[config.mk]
export PLATFORM = sky130hd
export DESIGN_NAME = camo_gate_array_keyed
export DESIGN_NICKNAME = d
export VERILOG_FILES = /design/src/rtl/camo_pkg.sv /design/src/rtl/camo_cell.sv /design/src/rtl/camo_gate_array_keyed.sv
export SDC_FILE = /design/constraint.sdc
export NUM_CORES = 1
export LEC_CHECK = 0
export ABC_AREA = 1
export BUFFER_PORTS_ARGS = -buffer_cell sky130_fd_sc_hd__buf_2
export CORE_ASPECT_RATIO = 0.6
export CORE_UTILIZATION = 51
export DETAILED_ROUTE_END_ITERATION = 10
export PLACE_DENSITY = 0.85
export SYNTH_ARGS = -nofsm -noshare
export SYNTH_HDL_FRONTEND = slang
export SYNTH_HIERARCHICAL = 1
export SYNTH_SLANG_ARGS = --single-unit
[constraint.sdc]
create_clock -name clk -period 1.5 [get_ports clk]
set_input_delay 0.075 -clock clk [delete_from_list [all_inputs] [get_ports clk]]
set_output_delay 0.075 -clock clk [all_outputs]
set_load 0.1 [all_outputs]
[src/rtl/camo_pkg.sv]
// Shared types and the cell truth function for the keyed camouflaged gate array.
package camo_pkg;

  typedef enum logic [1:0] {
    FN_NAND = 2'b00,
    FN_XOR  = 2'b01,
    FN_NOR  = 2'b10,
    FN_XNOR = 2'b11
  } cell_fn_e;

  typedef enum logic [1:0] {
    ST_UNKEYED = 2'd0,
    ST_SHIFT   = 2'd1,
    ST_FULL    = 2'd2,
    ST_ARMED   = 2'd3
  } key_state_e;

  function automatic logic camo_eval(input logic [1:0] sel, input logic a, input logic b);
    logic y;
    case (cell_fn_e'(sel))
      FN_NAND: y = ~(a & b);
      FN_XOR:  y = a ^ b;
      FN_NOR:  y = ~(a | b);
      default: y = ~(a ^ b);
    endcase
    return y;
  endfunction

endpackage

[src/rtl/camo_cell.sv]
// One camouflaged 2-input cell; its function is chosen by a 2-bit key slice.
module camo_cell
  import camo_pkg::*;
(
  input  logic [1:0] sel,
  input  logic       a,
  input  logic       b,
  output logic       y
);

  assign y = camo_eval(sel, a, b);

endmodule

[src/rtl/camo_gate_array_keyed.sv]
// Keyed camouflaged cell array: serial key shifter, atomic commit into a shadow key,
// and PIPE registered output stages gated until a key is armed.
//
// state      | meaning
// UNKEYED    | no key ever committed since reset; accepting key bits
// SHIFT      | key load in progress; counter holds bits received
// FULL       | shifter holds KEY_W bits; key_ready low, waiting for commit
// ARMED      | active key valid; a new load may start without disarming
module camo_gate_array_keyed
  import camo_pkg::*;
#(
  parameter int N_CELLS = 8,
  parameter int PIPE    = 1
) (
  input  logic               clk,
  input  logic               rst_n,
  input  logic               key_bit,
  input  logic               key_valid,
  output logic               key_ready,
  input  logic               key_commit,
  output logic               key_armed,
  input  logic               in_valid,
  input  logic [N_CELLS-1:0] in_a,
  input  logic [N_CELLS-1:0] in_b,
  output logic               out_valid,
  output logic [N_CELLS-1:0] out_y
);

  localparam int KEY_W = 2 * N_CELLS;
  localparam int CNT_W = $clog2(KEY_W + 1);

  key_state_e       state, state_nxt;
  logic [KEY_W-1:0] shifter, shifter_nxt;
  logic [KEY_W-1:0] active_key, active_key_nxt;
  logic [CNT_W-1:0] cnt, cnt_nxt;
  logic             armed_nxt;
  logic             xfer;
  logic [N_CELLS-1:0] cell_y;
  logic             accept;

  assign key_ready = (state != ST_FULL);
  assign xfer      = key_valid && key_ready;

  always_ff @(posedge clk) begin
    if (!rst_n) begin
      state      <= ST_UNKEYED;
      shifter    <= '0;
      active_key <= '0;
      cnt        <= '0;
      key_armed  <= 1'b0;
    end else begin
      state      <= state_nxt;
      shifter    <= shifter_nxt;
      active_key <= active_key_nxt;
      cnt        <= cnt_nxt;
      key_armed  <= armed_nxt;
    end
  end

  // First bit received ends up in bit 0 (LSB of cell 0) once KEY_W bits have arrived.
  always_comb begin
    state_nxt      = state;
    shifter_nxt    = shifter;
    active_key_nxt = active_key;
    cnt_nxt        = cnt;
    armed_nxt      = key_armed;
    case (state)
      ST_UNKEYED, ST_ARMED: begin
        if (xfer) begin
          shifter_nxt = {key_bit, shifter[KEY_W-1:1]};
          cnt_nxt     = CNT_W'(1);
          state_nxt   = ST_SHIFT;
        end
      end
      ST_SHIFT: begin
        if (xfer) begin
          shifter_nxt = {key_bit, shifter[KEY_W-1:1]};
          cnt_nxt     = cnt + 1'b1;
          if (cnt + 1'b1 == CNT_W'(KEY_W)) state_nxt = ST_FULL;
        end
      end
      ST_FULL: begin
        if (key_commit) begin
          active_key_nxt = shifter;
          cnt_nxt        = '0;
          armed_nxt      = 1'b1;
          state_nxt      = ST_ARMED;
        end
      end
      default: state_nxt = ST_UNKEYED;
    endcase
  end

  for (genvar i = 0; i < N_CELLS; i++) begin : g_cell
    camo_cell u_cell (
      .sel (active_key[2*i+1:2*i]),
      .a   (in_a[i]),
      .b   (in_b[i]),
      .y   (cell_y[i])
    );
  end

  assign accept = in_valid && key_armed;

  logic [PIPE-1:0]              v_q;
  logic [PIPE-1:0][N_CELLS-1:0] y_q;

  // Result registers only load on valid samples so out_y stays 0 until the first armed sample.
  always_ff @(posedge clk) begin
    if (!rst_n) begin
      v_q <= '0;
      y_q <= '0;
    end else begin
      v_q[0] <= accept;
      if (accept) y_q[0] <= cell_y;
      for (int s = 1; s < PIPE; s++) begin
        v_q[s] <= v_q[s-1];
        if (v_q[s-1]) y_q[s] <= y_q[s-1];
      end
    end
  end

  assign out_valid = v_q[PIPE-1];
  assign out_y     = y_q[PIPE-1];

endmodule

# After elaboration in Yosys (flattened, before gate mapping)
# Index checks and enable logic that the tools add are counted.
[totals] reg_bits=49 out_inout_bits=11 word_cells=115 in_bits=22
[classes] muxes=17 reduce_logical=17 addsub=1 eq_ne=25 bitwise=48
[op_table] op="1-bit NOT" count=24
[op_table] op="1-bit one-hot mux with 3 select lines" count=8
[op_table] op="2-bit == test (second input constant)" count=10
[op_table] op="2-bit by 1-bit == test with 1-bit output (second input constant)" count=9
[op_table] op="2-bit logical NOT" count=9
[op_table] op="5-bit 2-to-1 mux" count=3
[op_table] op="5-bit one-hot mux with 3 select lines" count=1
[op_table] op="2-bit != test (second input constant)" count=5
[op_table] op="1-bit AND" count=8
[op_table] op="2-bit 2-to-1 mux" count=4
[op_table] op="1-bit OR" count=8
[op_table] op="1-bit bitwise XOR" count=8
[op_table] op="2-bit one-hot mux with 3 select lines" count=1
[op_table] op="5-bit by 1-bit adder with 5-bit output (second input constant)" count=1
[op_table] op="5-bit == test (second input constant)" count=1
[op_table] op="2-bit AND reduction" count=2
[op_table] op="4-bit AND reduction" count=1
[op_table] op="3-bit AND reduction" count=1
[op_table] op="3-bit OR reduction" count=1
[op_table] op="1-bit logical AND" count=2
[op_table] op="2-bit OR reduction" count=1

# Longest topological paths before layout
[depth] ltp_word=5 depth_mapped=10 depth_no_buf=10

# Cells and area by module
# Netlist, hierarchy kept.
[modules_own_cells] module="camo_gate_array_keyed" cells_per_inst=248 instances=1 area_per_inst_um2=1881.8 seq_area_each_um2=980.9
[modules_own_cells] module="camo_cell" cells_per_inst=14 instances=8 area_per_inst_um2=71.3 seq_area_each_um2=0.0

# Worst setup path after synthesis
# No wires, ideal clock.
[synth_timing] path_kind="register to register" from="register key_armed" to="register y_q, in the netlist out_y[0]" path_stages_with_launch=5 setup_time_ns=0.065 path_buffers=0 arrival_time_ns=1.665 path_slack_ns=-0.230 t_required_ns=1.435 period_less_slack_ns=1.730 cell_sequence="dfxtp_1 > nand2_1 > inv_1 > nor2_1 > nor2_1"
[synth_between] elab_chain_len=1
[synth_lines] element="start, declared" line="camo_gate_array_keyed.sv:21" text="output logic key_armed,"
[synth_lines] element="start signal, assigned" line="camo_gate_array_keyed.sv:56" text="key_armed <= armed_nxt;"
[synth_lines] element="1-bit logical AND" line="camo_gate_array_keyed.sv:103" text="assign accept = in_valid && key_armed;"
[synth_lines] element="end signal, assigned by index" line="camo_gate_array_keyed.sv:118" text="if (v_q[s-1]) y_q[s] <= y_q[s-1];"
[synth_lines] element="end, declared" line="camo_gate_array_keyed.sv:106" text="logic [PIPE-1:0][N_CELLS-1:0] y_q;"
# No other way between the ends.
# A chain may end at the register's enable or synchronous reset.

# Final worst setup path
[layout_timing] from="register state[1]" to="register cnt[0]"
[layout_between] elab_chain_len=4 word_cells_on_any_way=12 cone_classes="7 x eq/ne; 1 x mux; 4 x reduce/logical"
[layout_lines] element="start, declared" line="camo_gate_array_keyed.sv:32" text="key_state_e state, state_nxt;"
[layout_lines] element="start signal, assigned" line="camo_gate_array_keyed.sv:52" text="state <= state_nxt;"
[layout_lines] element="2-bit == test (tied with other cells)" line="camo_gate_array_keyed.sv:67" text="case (state)"
[layout_lines] element="2-bit OR reduction / 1-bit logical AND (equally long branches)" line="camo_gate_array_keyed.sv:67, camo_gate_array_keyed.sv:42"
[layout_lines] element="2-bit != test (no source line)"
[layout_lines] element="3-bit AND reduction (no source line)"
[layout_lines] element="end signal, assigned" line="camo_gate_array_keyed.sv:55" text="cnt <= cnt_nxt;"
[layout_lines] element="end, declared" line="camo_gate_array_keyed.sv:35" text="logic [CNT_W-1:0] cnt, cnt_nxt;"
# Several ways; a longest one is shown, not always the timed one.

==> results.cfg <==
[routing]
wirelength_mm = 4.835
drcViolationCount = 2
drtIter0Drc = 71
vias_per_cell = 4.727
vias = 2198
wl_per_cell_microns = 10.40
drtPass1Iterations = 7
antenna_left = 0

[power]
power_leakage_nw = 1.434
power-per-cell-area_mw_per_mm2 = 1495
peakVddDrop_mv = 0.9665
total_power_w = 0.004332

[die]
start_util_pct = 53.45
die_w_microns = 91.52
coreArea_sq_mm = 0.004588
die_height_microns = 55.72
fp-row-count = 19
die-area_sq_mm = 0.005099
io_pins = 33

[yosys]
yosys_warnings = 6
ys_seq_area_share_pct = 40.00
syn_nets = 403
synth_area_sq_mm = 0.002452
synth_cell_types = 20
synthFlopType = dfxtp_1
synth-seq-cells = 49
synthArstFlopShare_pct = 0
syn_avg_cell_area_sq_um = 6.812
syn_inst = 360
synth_enable_flop_cells = 0

[placement]
numPortBuffers = 32
place_congestion = 0.8206
dpl.hpwl_mm = 3.541
dp_worst_setup_slack_ns = 0.05432

[finish]
drive_gt1_share_pct = 15.92
diodes = 0
fill_cells = 396
syn_to_final_growth_pct = 18.16
nets = 444

[status]
status = complete, but fails checks
violations = design-rule violations

[timing]
fin_crit_ns = 1.375
worst_pin_slew_ns = 0.4872
slew-limit-headroom_pct = 67.75
hold_viol = 0
timing.hold.ws_ns = 0.01989
fmax_mhz = 727.0
rsz0062_at_grt = false
setup_tns_ns = 0
slew_violations = 0
final.setup_skew_ns = 0.008240
setup_slack_ns = 0.1246
setup-violations-final = 0
finalCritPeriodShare_pct = 91.70

[setup_path]
worst_setup_path_start_kind = flop
crit_path_cell_trace = inv_1 -> ha_1 -> inv_1 -> nand3_2 -> nand2_4 -> clkinv_2 -> nor2_1 -> nor2_1
end_kind = flop
setup.worst_path.start = state[1]
path_max_fanout = 10
arrival_ns = 1.58
regToRegStartpoint = state[1]
critPathKind = reg -> reg
crit_slowest_cell = dfxtp_2
slowest_delay_ns = 0.38
crit_required_ns = 1.71

[clock_network]
cts_num_sinks = 49
cts_buffers = 5
clk_path_buf_depth = 2
htree_levels = 2
cts_root_buffer = clkbuf_8
cts_tree = built
hold_buffers = 0
clock_latency_ns = 0.30
clkTransAtPathRegs_ns = 0.09

[global_route]
grt_pass1_wl_mm = 8.431
grt_usage_pct = 20.72
grt_pass1_vias = 2025
grt_overflow_total = 0
antenna_found_initial = 0
grt_max_degree = 25

[flow_run]
max-cap-violations = 0

[worst_hold_path]
hold_start = key_bit
hold_class = in -> reg
==> cell usage in the layout (no fill, tap or decap), drive strengths merged <==
cell type,n
clkbuf,7
nand3,17
dfxtp,49
inv,54
or2,1
nor2,89
nor3,1
nand2,65
buf,43
o21ai,44
ha,21
a21oi,6
nand4,2
bufinv,1
clkinv,2
==> cells in the mapped netlist, types with 2 or more instances <==
cell type / count / area share [%]
a21oi_1: 6 / 1.2
nor2_1: 88 / 13
ha_1: 21 / 11
nand4_1: 2 / 0.51
nand2_1: 64 / 9.8
nand3_1: 16 / 3.3
buf_2: 2 / 0.41
o21ai_0: 44 / 9.0
clkbuf_1: 6 / 0.92
inv_2: 2 / 0.31
dfxtp_1: 49 / 40
inv_1: 52 / 8.0
==> layout make-up <==
cell class	instances	area [sq um]	share of cell area, %
Clock inverter	1	30.03	1.036
Timing Repair Buffer	43	257.7	8.895
Tap cell	63	78.83	2.720
Inverter	56	216.5	7.470
Sequential cell	49	987.2	34.07
Clock buffer	7	86.33	2.979
Multi-Input combinational cell	246	1241	42.83
==> sequential cells by signal, indices dropped and copies added (netlist names) <==
register,flops
shifter,16
key_armed,1
out_valid,1
cnt,5
active_key,16
state,2
out_y,8
==> worst max-delay path, delay by kind of cell (launching register included) <==
kind | cells | cell delay, ns
buffers and inverters | 3 | 0.28
flip-flops | 1 | 0.38
adder cells (fa/ha/maj) | 1 | 0.23
AND/OR/NAND/NOR | 4 | 0.38
==> through the flow <==
stage	cell area (sq um)	util (%)	instances
finish	2898	63.16	465
global route	2898	63.16	465
floorplan	2461	-	360
detailed placement	2758	60.10	457
CTS	2874	62.64	465
global placement	2758	60.10	457
==> report_power, final <==
part	switching, W	internal (W)
combinational	0.00102	0.000558
sequential	0.000207	0.00158
clock	0.000422	0.000544
total	0.00165	0.00268
==> what timing repair did <==
action                                  CTS  global route
gates resized for setup                   0            10
buffers inserted                          0             0
endpoints found under the setup margin    0            11
hold endpoints to repair                  0             0
==> layer usage <==
metal / part of all wire [%] / GRT usage (%) / routed length (microns)
met2: 44 / 33.19 / 2134
met1: 49 / 26.98 / 2358
met5: 0 / 0 / 0
met4: 1.7 / 9.297 / 81
met3: 5.4 / 4.508 / 261
==> cells by family after synthesis <==
group / after synthesis / synth area share (%)
buffers and inverters: 65 / 10.26
AOI/OAI and AO/OA: 50 / 10.20
DFF: 49 / 40.00
and+or+nand+nor: 175 / 28.83
adders and majority gates: 21 / 10.71
==> worst paths after layout <==
path | slack (ns) | cells after the start | to
worst max-delay path | 0.12 | 8 | cnt[0]
worst min-delay path | 0.02 | 3 | shifter[15]
worst max register to register | 0.12 | 8 | cnt[0]
worst min register to register | 0.48 | 2 | out_y[5]
(Power assumes the default switching activity.)
